`config.mk`:
```
export PLATFORM = sky130hd
export DESIGN_NAME = freq_meter
export DESIGN_NICKNAME = d
export VERILOG_FILES = /design/src/rtl/freq_meter.sv
export SDC_FILE = /design/constraint.sdc
export NUM_CORES = 1
export LEC_CHECK = 0
export ABC_AREA = 1
export CAP_MARGIN = 20
export CORE_ASPECT_RATIO = 0.5
export CORE_MARGIN = 4
export CORE_UTILIZATION = 40
export CTS_BUF_LIST = sky130_fd_sc_hd__clkbuf_2 sky130_fd_sc_hd__clkbuf_4 sky130_fd_sc_hd__clkbuf_8
export CTS_CLUSTER_DIAMETER = 60
export DETAILED_ROUTE_END_ITERATION = 6
export GPL_TIMING_DRIVEN = 0
export PLACE_DENSITY = 0.56
export SETUP_SLACK_MARGIN = 0.05
export SKIP_LAST_GASP = 1
export SLEW_MARGIN = 20
export SYNTH_ARGS = -nofsm -noshare
export SYNTH_HDL_FRONTEND = slang
export SYNTH_SLANG_ARGS = --single-unit
```
`constraint.sdc`:
```
create_clock -name clk -period 2.3 [get_ports clk]
set_input_delay 0.46 -clock clk [delete_from_list [all_inputs] [get_ports clk]]
set_output_delay 0.46 -clock clk [all_outputs]
set_load 0.005 [all_outputs]
```
`src/rtl/freq_meter.sv`:
```
`timescale 1ns/1ps
// Reciprocal-free frequency meter: counts synchronized rising edges of sig_in
// over a fixed gate of GATE_CYC clk cycles and reports the count as freq.
module freq_meter #(
  parameter int GATE_CYC = 50000000,
  parameter int CNT_W    = 27
) (
  input  logic             clk,
  input  logic             rst_n,
  input  logic             sig_in,
  input  logic             en,
  output logic [CNT_W-1:0] freq,
  output logic             freq_vld,
  output logic             ovf,
  output logic             busy
);

  localparam int              GW        = (GATE_CYC > 1) ? $clog2(GATE_CYC) : 1;
  localparam logic [GW-1:0]   GATE_LAST = GW'(GATE_CYC - 1);
  localparam logic [CNT_W-1:0] CNT_MAX  = '1;

  typedef enum logic [1:0] {IDLE, GATE, DONE} state_t;

  state_t           r_state;
  logic             r_sync_p0;
  logic             r_sync_p1;
  logic             r_sig_p2;
  logic [GW-1:0]    r_gate_cnt;
  logic [CNT_W-1:0] r_edge_cnt;
  logic             r_ovf_flag;

  logic             w_strobe;
  logic             w_sat;
  logic             w_last;
  logic [CNT_W-1:0] w_edge_nxt;
  logic             w_ovf_nxt;

  function automatic logic [CNT_W-1:0] sat_inc(input logic [CNT_W-1:0] v, input logic inc);
    if (inc && (v != CNT_MAX)) return v + CNT_W'(1);
    return v;
  endfunction

  // p0/p1: metastability synchronizer, p2: delay flop for edge detection
  always_ff @(posedge clk or negedge rst_n) begin
    if (!rst_n) begin
      r_sync_p0 <= 1'b0;
      r_sync_p1 <= 1'b0;
      r_sig_p2  <= 1'b0;
    end else begin
      r_sync_p0 <= sig_in;
      r_sync_p1 <= r_sync_p0;
      r_sig_p2  <= r_sync_p1;
    end
  end

  assign w_strobe   = r_sync_p1 & ~r_sig_p2;
  assign w_sat      = (r_edge_cnt == CNT_MAX);
  assign w_edge_nxt = sat_inc(r_edge_cnt, w_strobe);
  assign w_ovf_nxt  = r_ovf_flag | (w_strobe & w_sat);
  assign w_last     = (r_gate_cnt == GATE_LAST);

  // Result is loaded on the last gate cycle so freq_vld is high during DONE
  always_ff @(posedge clk or negedge rst_n) begin
    if (!rst_n) begin
      r_state    <= IDLE;
      r_gate_cnt <= '0;
      r_edge_cnt <= '0;
      r_ovf_flag <= 1'b0;
      freq       <= '0;
      freq_vld   <= 1'b0;
      ovf        <= 1'b0;
      busy       <= 1'b0;
    end else begin
      freq_vld <= 1'b0;
      case (r_state)
        IDLE: begin
          if (en) begin
            r_state    <= GATE;
            busy       <= 1'b1;
            r_gate_cnt <= '0;
            r_edge_cnt <= '0;
            r_ovf_flag <= 1'b0;
          end
        end
        GATE: begin
          if (!en) begin
            r_state <= IDLE;
            busy    <= 1'b0;
          end else begin
            r_gate_cnt <= r_gate_cnt + GW'(1);
            r_edge_cnt <= w_edge_nxt;
            r_ovf_flag <= w_ovf_nxt;
            if (w_last) begin
              r_state  <= DONE;
              busy     <= 1'b0;
              freq     <= w_edge_nxt;
              ovf      <= w_ovf_nxt;
              freq_vld <= 1'b1;
            end
          end
        end
        DONE: begin
          if (en) begin
            r_state    <= GATE;
            busy       <= 1'b1;
            r_gate_cnt <= '0;
            r_edge_cnt <= '0;
            r_ovf_flag <= 1'b0;
          end else begin
            r_state <= IDLE;
            busy    <= 1'b0;
          end
        end
        default: begin
          r_state <= IDLE;
          busy    <= 1'b0;
        end
      endcase
    end
  end

endmodule

```
After elaboration in Yosys (flattened, before gate mapping) --
Cells that the tools add are included.
Word-level totals: register bits 89, input bits 4, output and inout bits 30, logic and storage cells 58
Operators by class: $add $sub $neg 2, equal/unequal tests 9, muxes and demuxes 25, bitwise operators 4, reductions and logical operators 7
Operators with widths (number):
- $mux 27 | 4
- $pmux 27 s2 | 1
- $mux 26 | 2
- $pmux 26 s2 | 1
- $add 27x1->27 const B | 1
- $eq 27x27->1 const B | 1
- $ne 27x27->1 const B | 1
- $add 26x1->26 const B | 1
- $eq 26x26->1 const B | 1
- $mux 1 | 11
- $mux 2 | 3
- $pmux 2 s3 | 1
- $reduce_and 3->1 | 2
- $ne 2x2->1 const B | 2
- $ne 3x3->1 const B | 1
- $pmux 1 s3 | 1
- $and 1x1->1 | 2
- $eq 2x1->1 const B | 1
- $eq 2x2->1 const B | 1
- $logic_not 2->1 | 1
- $ne 2x1->1 const B | 1
- $pmux 1 s2 | 1
- $reduce_and 2->1 | 1
- $reduce_bool 2->1 | 1
- 4 further kinds | 4

Longest topological paths before layout --
word-level depth 7, depth in mapped cells 13, depth with buffers taken out 12

Worst setup path before layout --
OpenSTA, ideal clock, no wires.
path kind reg-to-reg, start point register r_edge_cnt[0], end point register r_edge_cnt[17], library setup time 117 ps, data arrival time 1645 ps, required time 2183 ps, path slack 538 ps, stages on the path, launching flop included 14, buffers on the path 1, clock period less this slack 1762 ps, path through dfrtp_1 ha_1 nand2_2 nor2_4 nand2_4 nor2_4 nand2_4 nand2_4 inv_4 buf_6 nand2_1 nand2_1 nand2_1 nand2_1
On the way: cells in the longest elaborated chain, start to end 6
Ends and longest elaborated chain:
- start, declared | line 29 | logic [CNT_W-1:0] r_edge_cnt;
- start signal, assigned | line 91 | r_edge_cnt <= w_edge_nxt;
- parallel branches: the longest is 3 deep, another holds $add 27x1->27
- $mux 27 * | line 40 | return v;
- $mux 27 * | line 86 | if (!en) begin
- $pmux 27 s2 * | line 75 | case (r_state)
Mark *: on every way between the ends. The select of a mux whose other input is x is not followed. A chain may end at the register's enable or synchronous reset.

Worst setup path in the final report --
start point register r_gate_cnt[1], end point register freq[2]
On the way: cells in the longest elaborated chain, start to end 2
Ends and longest elaborated chain:
- start, declared | line 28 | logic [GW-1:0] r_gate_cnt;
- start signal, assigned | line 90 | r_gate_cnt <= r_gate_cnt + GW'(1);
- $eq 26x26->1 | line 60 | assign w_last = (r_gate_cnt == GATE_LAST);
- $reduce_and 3->1 (no line)
- end signal, assigned | line 96 | freq <= w_edge_nxt;
- end, declared | line 12 | output logic [CNT_W-1:0] freq,
No other way between the ends.

==> run_results.csv <==
group,metric,value,unit
run_status,status,"completed",
logic_synthesis,synthesis.nets,707,
logic_synthesis,synthXorXnorAreaFrac,0.02664,
setup_path,cp-endpoint,"freq[2]",
place,portBuffers,33,
logic_synthesis,ys_seq_elements,89,
timing,fin_skew,7.856,ps
pwr,ir_worst_vdd,0.0002938,V
logic_synthesis,yosysUniqueCellTypes,32,
final_layout,fin_area,0.005761,mm^2
clocking,clock-root-buffer,"clkbuf_8",
timing,rsz0062_at_grt,"no",
final_layout,final_common_cell,"nand2_1",
clocking,cts_max_level,3,
detailed_routing,route.met3.wl,477,um
timing,fin_crit_sh,0.8870,
clocking,clkLatencyLatePin,370,ps
grt,grt_max_degree,49,
setup_path,cp_max_fo,10,
setup_path,r2r-start,"r_gate_cnt[1]",
logic_synthesis,synth_area,0.004932,mm^2
place,gp_congestion,0.8485,
pwr,powerDensity,573.0,mW/mm^2
setup_path,crit_type,"reg -> reg",
grt,overflow,0,
timing,finalSetupViolations,0,
clocking,cts.sinks,89,
setup_path,r2r-end,"freq[2]",
logic_synthesis,synth-simple-area-share,0.3962,
setup_path,crit_path_end_kind,"register",
setup_path,crit_arrival,2300,ps
die,num_rows,28,
grt,grt_util_all_layers,0.1778,
detailed_routing,drt_iter0_markers,268,
logic_synthesis,synth.area.mux_share,0,
logic_synthesis,synth_top_family_by_area,"simple AND/OR/NAND/NOR gates",
final_layout,layout.nets,755,
place,placed_area,0.005498,mm^2
pwr,leakagePower,0.002798,uW
detailed_routing,wirelength,12010,um
setup_path,startpoint_type,"register",
timing,period_minus_slack,2040,ps
logic_synthesis,synth_warnings,0,
timing,fin_setup_tns,0,ps
timing,hold_viol_final,0,
final_layout,drive_gt1_frac,0.06764,
clocking,cts_buffer_depth,2,
final_layout,syn2layout_area_growth,16.79,%
clocking,numCtsBuffers,9,
die,die-area,0.01428,mm^2
setup_path,crit_start,"r_gate_cnt[1]",
min_path,whs_path_depth,0,
setup_path,cp.required,2560,ps
timing,max_slew_margin,0.5694,
setup_path,path_buf_inv,2,
timing,maxSlewViolCount,0,
place,dp_slack,-132.0,ps
clocking,path_clk_slew,90,ps
logic_synthesis,postSynthAreaPerCell,7.036,um^2
setup_path,path_depth,11,
final_layout,layout_common_cells,"nand2_1, dfrtp_1, inv_1, nor2_1, nand3_1",
detailed_routing,num_vias,4422,
setup_path,cp_cell_sequence,"ha_1, nand2_1, nor2_2, nand2_1, nor2_2, nand3_1, nor2_2, inv_2, buf_2, nand2_1, nand2_1",
grt,grt_pass1_wl,20290,um
detailed_routing,via_per_inst,4.812,
detailed_routing,wirelength_met1,6176,um
logic_synthesis,synth_compound_area_frac,0.05429,
logic_synthesis,synth_cells,701,
detailed_routing,ant_nets,0,
clocking,cts_tree,"yes",
timing,tightest_slew,645.9,ps
detailed_routing,top_layer,"met4",
die,dieHeight,86.52,um
final_layout,final.fill_count,1229,
grt,grt_pass1_vias,3985,
timing,max_freq,490.2,MHz
detailed_routing,drtPass1Iterations,5,
flow_run,cap_violations,0,
die,die_w,165.0,um
final_layout,instances_no_fill,919,
detailed_routing,drt-wirelength-per-cell,13.07,um
die,ioPinCount,34,
final_layout,antenna_cells_inserted,0,
setup_path,critPathMostFrequentCell,"nand2_1",
place,place_inst,900,
die,core,0.01195,mm^2
final_layout,register_area,0.002228,mm^2
setup_path,critPathMaxStageDelay,390,ps
final_layout,multi_input_area,0.002384,mm^2
place,hpwlAfterDp,8779,um
logic_synthesis,synthAdderAreaFrac,0.005074,
timing,layout_setup_ws,259.9,ps
setup_path,critPathTopFamily,"simple AND/OR/NAND/NOR gates",
detailed_routing,wl_met2,5231,um
setup_path,reg2reg_slack,260,ps
grt,antenna_found_initial,0,
setup_path,critPathSlowestCell,"dfrtp_1",
die,start_util,0.4129,
detailed_routing,drc,0,
logic_synthesis,synth-seq-area-share,0.4515,
setup_path,reg2regPathDepth,11,
min_path,holdCritPathClass,"reg -> reg",
## state kept, by name, summed over array words and instances (netlist names)
register	flops
freq	27
freq_vld	1
busy	1
ovf	1
r_ovf_flag	1
r_edge_cnt	27
r_sync_p0	1
r_sig_p2	1
r_gate_cnt	26
r_sync_p1	1
r_state	2
## kinds of logic after synthesis
group / Yosys count
AOI/OAI and AO/OA: 48
xor gates and xnor gates: 15
adders and majority gates: 2
buffers and inverters: 76
DFF: 89
and+or+nand+nor: 471
## worst min-delay path by stage
stage               startpoint        end  slack (ps)
global route         r_sync_p0  r_sync_p1         370
global placement     r_sync_p0  r_sync_p1         340
floorplan                rst_n       busy         160
detailed placement   r_sync_p0  r_sync_p1         340
CTS                  r_sync_p0  r_sync_p1         360
finish               r_sync_p0  r_sync_p1         350
## layer usage
metal  track usage  vias up
li1              -     2303
met1        0.2615     2048
met2        0.2707       59
met3       0.03848       12
met4       0.03774        0
met5             0        -
## power breakdown
group | switching [uW] | internal [uW]
logic | 276 | 123
clock network | 577 | 669
registers | 46.8 | 1610
total | 900 | 2400
## area by class of cell
| cell class | count | area share |
|---|---|---|
| inverter | 56 | 0.03692 |
| clock inverter | 4 | 0.01325 |
| tap | 165 | 0.03584 |
| sequential | 89 | 0.3868 |
| timing repair buffer | 37 | 0.06668 |
| clock buffer | 12 | 0.02650 |
| multi-input combinational | 536 | 0.4138 |
| buffer | 20 | 0.02020 |
## synthesized netlist by cell type (all sizes together)
| master | number | share of area |
|---|---|---|
| nand2 | 339 | 0.26 |
| dfrtp | 89 | 0.45 |
| nor2 | 60 | 0.054 |
| inv | 55 | 0.042 |
| nand3 | 45 | 0.046 |
| o21ai | 21 | 0.021 |
| nand4 | 16 | 0.020 |
| a21oi | 14 | 0.014 |
| buf | 13 | 0.018 |
| nor3 | 9 | 0.0091 |
| xnor2 | 9 | 0.016 |
| clkbuf | 7 | 0.0053 |
| xor2 | 6 | 0.011 |
| a22oi | 3 | 0.0046 |
| o22ai | 3 | 0.0038 |
| o31ai | 3 | 0.0046 |
| a31oi | 2 | 0.0025 |
| ha | 2 | 0.0051 |
| a2bb2oi | 1 | 0.0018 |
| and2 | 1 | 0.0013 |
| clkinv | 1 | 0.00076 |
| nor3b | 1 | 0.0015 |
| o21bai | 1 | 0.0015 |
## per-stage QoR
stage / hold WS (ps) / power (uW) / utilization
2_1_floorplan: 164.4 / 1906 / -
3_3_place_gp: 337.9 / 2068 / 0.4578
3_5_place_dp: 337.0 / 2077 / 0.4602
4_1_cts: 357.4 / 3335 / 0.4802
5_1_grt: 372.0 / 3473 / 0.4822
6_report: 354.1 / 3301 / 0.4822
## what timing repair did
item / in CTS / in global routing
setup buffers: 0 / 2
gates resized for setup: 0 / 4
hold endpoints to repair: 6 / 0
hold buffers: 1 / 0
endpoints found under the setup margin: 0 / 42
(Power assumes the default switching activity.)
